===== src/rtl/systolic_ctrl.sv =====
// Systolic array sequencer: operand fetch, skewed row/column enables, drain timing, result handshake.
// Optional perf counters are built when SYSTOLIC_CTRL_PERF_EN is defined.
module systolic_ctrl #(
   parameter int N        = 4,
   parameter int KW       = 8,
   parameter int RD_LAT   = 1,
   parameter int MULT_LAT = 1
) (
   input  logic          i_clk,
   input  logic          i_arst_n,
   input  logic          i_start,
   output logic          o_start_ready,
   input  logic [KW-1:0] i_k,
   input  logic          i_abort,
   output logic          o_rd_en,
   output logic [KW-1:0] o_rd_addr,
   output logic [N-1:0]  o_row_en,
   output logic [N-1:0]  o_col_en,
   output logic          o_doProcess,
   output logic          o_res_valid,
   input  logic          i_res_ready,
   output logic          o_busy,
   output logic          o_done,
   output logic [31:0]   o_perf_cycles,
   output logic [15:0]   o_perf_jobs
);

   // state    | meaning
   // S_IDLE   | waiting for a job, PE accumulators held clear
   // S_FEED   | reading K operand slices from the buffer
   // S_DRAIN  | waiting for the skewed wavefront to reach the last PE
   // S_RESULT | array outputs valid until consumed
   typedef enum logic [1:0] {S_IDLE, S_FEED, S_DRAIN, S_RESULT} state_t;

   localparam int D  = RD_LAT + 2*(N-1) + MULT_LAT + 1;
   localparam int DW = $clog2(D+1);
   localparam int SL = RD_LAT + N - 1;

   state_t          r_state;
   logic [KW-1:0]   r_k;
   logic [KW-1:0]   r_addr;
   logic [DW-1:0]   r_drain;
   logic [SL-1:0]   r_sh;

   logic w_accept;
   logic w_rd_en;
   logic w_done;
   logic w_abort;

   assign w_accept = i_start && (r_state == S_IDLE);
   assign w_rd_en  = (r_state == S_FEED);
   assign w_abort  = i_abort && (r_state != S_IDLE);
   assign w_done   = (r_state == S_RESULT) && i_res_ready && !i_abort;

   always_ff @(posedge i_clk or negedge i_arst_n) begin
      if (!i_arst_n) begin
         r_state <= S_IDLE;
         r_k     <= '0;
         r_addr  <= '0;
         r_drain <= '0;
      end else begin
         case (r_state)
            S_IDLE: begin
               if (w_accept) begin
                  r_k     <= i_k;
                  r_addr  <= '0;
                  r_state <= (i_k == '0) ? S_RESULT : S_FEED;
               end
            end
            S_FEED: begin
               if (i_abort) begin
                  r_addr  <= '0;
                  r_state <= S_IDLE;
               end else if (r_addr == r_k - KW'(1)) begin
                  r_addr  <= '0;
                  r_drain <= DW'(D - 1);
                  r_state <= S_DRAIN;
               end else begin
                  r_addr <= r_addr + KW'(1);
               end
            end
            S_DRAIN: begin
               if (i_abort) begin
                  r_state <= S_IDLE;
               end else if (r_drain == '0) begin
                  r_state <= S_RESULT;
               end else begin
                  r_drain <= r_drain - DW'(1);
               end
            end
            S_RESULT: begin
               if (i_abort || i_res_ready) begin
                  r_state <= S_IDLE;
               end
            end
            default: r_state <= S_IDLE;
         endcase
      end
   end

   // r_sh[j] is o_rd_en delayed by j+1 cycles
   always_ff @(posedge i_clk or negedge i_arst_n) begin
      if (!i_arst_n) begin
         r_sh <= '0;
      end else if (r_state == S_IDLE || w_abort) begin
         r_sh <= '0;
      end else begin
         r_sh[0] <= w_rd_en;
         for (int j = 1; j < SL; j++) begin
            r_sh[j] <= r_sh[j-1];
         end
      end
   end

   for (genvar i = 0; i < N; i++) begin : g_skew
      if (RD_LAT + i == 0) begin : g_nodly
         assign o_row_en[i] = w_rd_en;
      end else begin : g_dly
         assign o_row_en[i] = r_sh[RD_LAT+i-1];
      end
   end
   assign o_col_en = o_row_en;

   assign o_start_ready = (r_state == S_IDLE);
   assign o_rd_en       = w_rd_en;
   assign o_rd_addr     = r_addr;
   assign o_busy        = (r_state != S_IDLE);
   assign o_doProcess   = (r_state != S_IDLE);
   assign o_res_valid   = (r_state == S_RESULT);
   assign o_done        = w_done;

`ifdef SYSTOLIC_CTRL_PERF_EN
   logic [31:0] r_perf_cycles;
   logic [15:0] r_perf_jobs;

   always_ff @(posedge i_clk or negedge i_arst_n) begin
      if (!i_arst_n) begin
         r_perf_cycles <= '0;
         r_perf_jobs   <= '0;
      end else begin
         if (r_state != S_IDLE && r_perf_cycles != '1) begin
            r_perf_cycles <= r_perf_cycles + 32'd1;
         end
         if (w_done) begin
            r_perf_jobs <= r_perf_jobs + 16'd1;
         end
      end
   end

   assign o_perf_cycles = r_perf_cycles;
   assign o_perf_jobs   = r_perf_jobs;
`else
   assign o_perf_cycles = '0;
   assign o_perf_jobs   = '0;
`endif

endmodule


===== config.mk =====
export PLATFORM = sky130hd
export DESIGN_NAME = systolic_ctrl
export DESIGN_NICKNAME = d
export VERILOG_FILES = /design/src/rtl/systolic_ctrl.sv
export SDC_FILE = /design/constraint.sdc
export NUM_CORES = 1
export LEC_CHECK = 0
export ABC_CLOCK_PERIOD_IN_PS = 6500
export BUFFER_PORTS_ARGS = -buffer_cell sky130_fd_sc_hd__buf_4
export CAP_MARGIN = 20
export CORE_MARGIN = 5
export CORE_UTILIZATION = 50
export DETAILED_ROUTE_END_ITERATION = 8
export GPL_ROUTABILITY_DRIVEN = 0
export PLACE_DENSITY = 0.83
export SLEW_MARGIN = 30
export SYNTH_ARGS = -nofsm -noshare
export SYNTH_HDL_FRONTEND = slang
export SYNTH_SLANG_ARGS = --single-unit

===== constraint.sdc =====
create_clock -name i_clk -period 6.5 [get_ports i_clk]
set_clock_uncertainty 0.2 [all_clocks]
set_input_delay 0.325 -clock i_clk [delete_from_list [all_inputs] [get_ports i_clk]]
set_output_delay 0.325 -clock i_clk [all_outputs]
set_load 0.05 [all_outputs]

### After elaboration in Yosys (flattened, before gate mapping)

Cells that the tools add are included.

* word-level logic and storage cells: 55
* output and inout port bits: 70
* bits in registers: 26
* bits in latches: 0
* memory bits (writable): 0
* bits of input ports: 13
* memories: 0
* bits in read-only memories: 0

* shift operators: 0
* reduce and logical (&&, ||, !) cells: 17
* equal/unequal tests: 12
* add/subtract/negate cells: 3
* divide/modulo/power cells: 0
* multiplexer cells: 18
* multipliers: 0
* $lt $le $gt $ge: 0
* bitwise operators: 0

Operators with widths (count)
* $mux W8: 3
* $mux W4: 5
* $pmux W8 S2: 1
* $mux W2: 7
* $add A8 B1 Y8 const B: 1
* $eq A8 B8 Y1: 1
* $logic_not A8 Y1: 1
* $pmux W2 S4: 1
* $pmux W4 S2: 1
* $sub A8 B1 Y8 const B: 1
* $ne A2 B1 Y1 const B: 3
* $ne A2 B2 Y1 const B: 3
* $reduce_bool A2 Y1: 3
* $reduce_and A5 Y1: 1
* $eq A2 B2 Y1 const B: 2
* $logic_and A1 B1 Y1: 4
* $logic_not A4 Y1: 1
* $reduce_and A2 Y1: 2
* $reduce_and A4 Y1: 1
* $sub A4 B1 Y4 const B: 1
* $ne A3 B2 Y1 const B: 1
* $ne A3 B3 Y1 const B: 1
* $eq A2 B1 Y1 const B: 1
* $logic_not A2 Y1: 1
* other kinds (2): 3

### Depth between registers and ports, before layout

* depth after elaboration: 5
* gate-level depth with buffers: 9
* mapped depth without buffers: 8

### Least setup slack after synthesis

Ideal clock, no wire load.

* kind: flip-flop to flip-flop
* start: register r_state[0]
* end: register r_k[2]
* path buffers: 2
* setup slack: 4.092 ns
* stages on the path, launching flop included: 7
* setup time: 0.125 ns
* arrival: 2.083 ns
* cells stage by stage: dfrtp_1 > clkbuf_2 > or2_2 > inv_1 > and2_1 > buf_2 > mux2_2

* cells in the longest elaborated chain, start to end: 3

RTL lines
* start, declared: line 39 `state_t r_state;`
* start signal, assigned: line 67 `r_state <= (i_k == '0) ? S_RESULT : S_FEED;`
* $logic_not A2 Y1 *
* net o_start_ready: line 12 `output logic o_start_ready,`
* $logic_and A1 B1 Y1: line 50 `assign w_accept = i_start && (r_state == S_IDLE);`
* $reduce_and A2 Y1 (no line) *
* end signal, assigned: line 65 `r_k <= i_k;`
* end, declared: line 40 `logic [KW-1:0] r_k;`

Mark *: on every way through the listed nets, which the timed path passes. The rest lies on a longest branch.
A chain may end at the register's enable or synchronous reset.

### Final worst setup path

* start: register r_k[0]
* end: register r_addr[6], in the netlist o_rd_addr[6]

* cells in the longest elaborated chain, start to end: 5

RTL lines
* $sub A8 B1 Y8: line 74 `end else if (r_addr == r_k - KW'(1)) begin`
* $eq A8 B8 Y1: line 74
* $mux W8: line 74
* $mux W8: line 71 `if (i_abort) begin`
* $pmux W8 S2: line 62 `case (r_state)`
* end signal, assigned: line 79 `r_addr <= r_addr + KW'(1);`
* end, declared: line 41 `logic [KW-1:0] r_addr;`

Every way passes these cells.

==> summary.md <==
| Metric | Value |
|---|---|
| Sequential Power Share | 32.1% |
| CP Launch Type | register |
| Primary FF master, synth | dfrtp_1 |
| Crit path from | r_k[0]$_DFFE_PN0P_ |
| Yosys warns | 0 |
| Peak supply drop | 0.2151 mV |
| Clk Latency, worst-skew pair | 0.27 ns |
| Min cycle time layout | 2.344 ns |
| CP cell instances | inv_1 > ha_1 > o21bai_1 > a211o_1 > a21oi_1 > nor2_2 > o21ai_4 > a22oi_1 |
| Sequential-to-total area share from yosys stat | 32.83% |
| Crit path max fanout | 10 |
| CP arrival | 2.28 ns |
| FILL cells | 365 |
| Crit share post-route | 36.06% |
| Area growth, synth to finish | 5.745% |
| Share of the synthesized area in the top cell type | 32.83% |
| Wire length per cell | 12.45 um |
| Critical path's top delay family | compound AO/OA/AOI/OAI gates |
| Worst Path Buf+Inv | 1 |
| HP Start | i_k[3] |
| FMAX | 0.4267 GHz |
| Port Buffer Count | 34 |
| 1st-pass router iterations | 4 |
| DR vias | 1,453 |
| Core area | 0.003744 mm^2 |
| Final Hold Viols | 0 |
| CTS tree | done |
| Hold Path Stages | 3 |
| Global-route wire length before repair | 5844 um |
| Hold Path End | r_k[3]$_DFFE_PN0P_ |
| Largest net degree at the start of global routing | 27 |
| Post-layout util | 55.98% |
| Top cells by count, synth | buf_4, dfrtp_1, nand2_1, o21ai_0, a21oi_1 |
| N_diodes | 0 |
| Vias in the first global route | 1,300 |
| Post-placement worst setup slack | 4.166 ns |
| Sw Share | 51.08% |
| FF+latch count, synth | 26 |
| Initial antenna violation count | 0 |
| Core Rows | 22 |
| Final WS setup | 4.156 ns |
| Top Ports | 83 |
| Min-Delay Path Class | in -> reg |
| Sum of negative setup slack | 0 ns |
| Gr usage total | 13.78% |
| Final Setup Violations | 0 |
| Fraction of registers with async set/reset | 100.0% |
| DR vias/cell | 4.892 |
| Crit. End Element | register |
| Clock share of power | 11.1% |
| Status | finished clean |
| Worst endpoint required time | 6.43 ns |
| Count leader, synth | buf_4 |
| Die ar. | 0.005323 mm^2 |
| Layout cells sized above 1 | 20.08% |
| Post-synth EDFFs | 0 |
| FF-to-FF setup slack | 4.16 ns |
| Worst Reg-to-Reg Cells | 8 |
| Grt ovf | 0 |
| Crit path kind | reg -> reg |
| Die H | 72.96 um |
| HPWL Detailed | 2957 um |
| Chip Width | 72.96 um |
| Clock-pin slew on the worst setup and hold paths | 0.09 ns |
| Logic pwr share | 56.7% |
| Worst r2r src | r_k[0]$_DFFE_PN0P_ |
| RSZ-0062 raised after global routing | no |
| Maximum clock insertion buffer count | 2 |
| Cell variety after synth | 46 |
| Clk sinks | 26 |
| Nets@finish | 266 |
| Yosys top cell by area | dfrtp_1 |
| Internal power | 0.4534 mW |
| Htree depth | 1 |
| NetSw | 0.4734 mW |
| DRC viols | 0 |
| CTS resizes | 0 |
| Final WL | 3697 um |
| Pleak | 1.004 nW |
| Top post-synthesis cells by area | dfrtp_1, buf_4, o21ai_0, xnor2_1, a21oi_1 |
| Post-Syn Instances | 225 |
| CTS Buf Count | 3 |
| Post-DRT Antenna Nets | 0 |
| Max-cap viol count | 0 |
| Worst path max stage delay | 0.45 ns |
| Slowest CP cell | dfrtp_1 |
| Syn Std Cell Area | 0.001982 mm^2 |
| Worst R2R End | o_rd_addr[6]$_DFFE_PN0P_ |
| Initial Util | 52.94% |
| Syn Area/Cell | 8.808 um^2 |
| Final Max Slew Viols | 0 |
| DRT iter0 DRCs | 56 |
| PwrDens | 442.2 mW/mm^2 |
| Root buffer cell | clkbuf_8 |
-- worst max-delay path by stage --
stage	endpoint	slack, ns	cells past startpoint
2_1_floorplan	r_k[2]$_DFFE_PN0P_	4.09	6
3_3_place_gp	r_state[1]$_DFFE_PN0P_	4.23	8
3_5_place_dp	r_state[1]$_DFFE_PN0P_	4.17	8
4_1_cts	o_rd_addr[6]$_DFFE_PN0P_	4.15	8
5_1_grt	r_state[1]$_DFFE_PN0P_	4.01	8
6_report	o_rd_addr[6]$_DFFE_PN0P_	4.16	8
-- flip-flops by register name (all words and copies together) (netlist names) --
name / flops
r_state: 2
o_rd_addr: 8
r_drain: 4
o_col_en: 4
r_k: 8
-- worst reg2reg max path: cells and delay by family, from the launching register on --
kind,cells,cell delay [ns]
AND/OR/NAND/NOR,1,0.09
AO/OA/AOI/OAI,5,1.08
adder cells (fa/ha/maj),1,0.31
buffers and inverters,1,0.09
flip-flops,1,0.45
-- power groups by stage --
stage          logic (mW)  registers, mW  clock network (mW)
3_5_place_dp        0.527          0.299                   0
6_report            0.526          0.298               0.103
4_1_cts             0.529          0.296               0.106
3_3_place_gp        0.519          0.298                   0
5_1_grt             0.578          0.308               0.113
2_1_floorplan       0.459          0.297                   0
-- what timing repair did --
action	in CTS	in global routing
hold buffers	1	0
buffers inserted	0	0
hold endpoints to repair	26	0
-- kinds of logic (layout without fill, tap and decap cells) --
family	Yosys count	count (layout)	share of synthesized area, %
mux	5	5	2.841
buf+inv	71	48	24.05
other cells	1	48	0.1892
fa+ha+maj	3	3	1.894
xor+xnor	12	12	5.303
compound gates	43	43	14.71
flops	26	26	32.83
simple gates	64	64	18.18
-- through the flow --
stage | power (mW) | area [um^2] | hold slack [ns] | instances
detailed placement | 0.8263 | 2031 | 0.05564 | 292
floorplan | 0.7557 | 2158 | -0.1706 | 272
global route | 0.9998 | 2096 | 0.07807 | 297
finish | 0.9268 | 2096 | 0.07497 | 297
global placement | 0.8171 | 2031 | 0.05676 | 292
CTS | 0.9322 | 2096 | 0.07855 | 297
-- cell usage in the layout (no fill, tap or decap), types with 2 or more instances in the layout --
cell	n
dfrtp_1	26
o31ai_1	2
and2_1	2
clkbuf_8	4
nor3b_1	4
nand4_1	2
conb_1	48
nor4_1	4
ha_1	3
a21o_1	2
nand2b_1	7
buf_4	34
nor3_1	5
o21ai_0	13
or2_1	2
xor2_1	5
nand3b_1	2
a21oi_1	12
nand3_1	2
xnor2_1	7
or3_1	2
inv_1	9
nor2_1	11
nand2_1	13
mux2_2	5
nor2b_1	3
a22oi_1	3
-- cell type report --
class / count / area, um^2 / share of cell area [%]
clock buffer: 4 / 55.05 / 2.627
inverter: 9 / 33.78 / 1.612
multi-input combinational: 175 / 1031 / 49.19
sequential: 26 / 650.6 / 31.04
tap: 48 / 60.06 / 2.866
timing repair buffer: 35 / 265.3 / 12.66
-- layer usage --
layer  global-route usage, %  share of wire (%)
met2                   23.05                 49
met3                   2.342                6.7
met1                   17.75                 43
met4                   5.123                1.1
met5                       0                  0
Power figures use the tool's default switching activity.
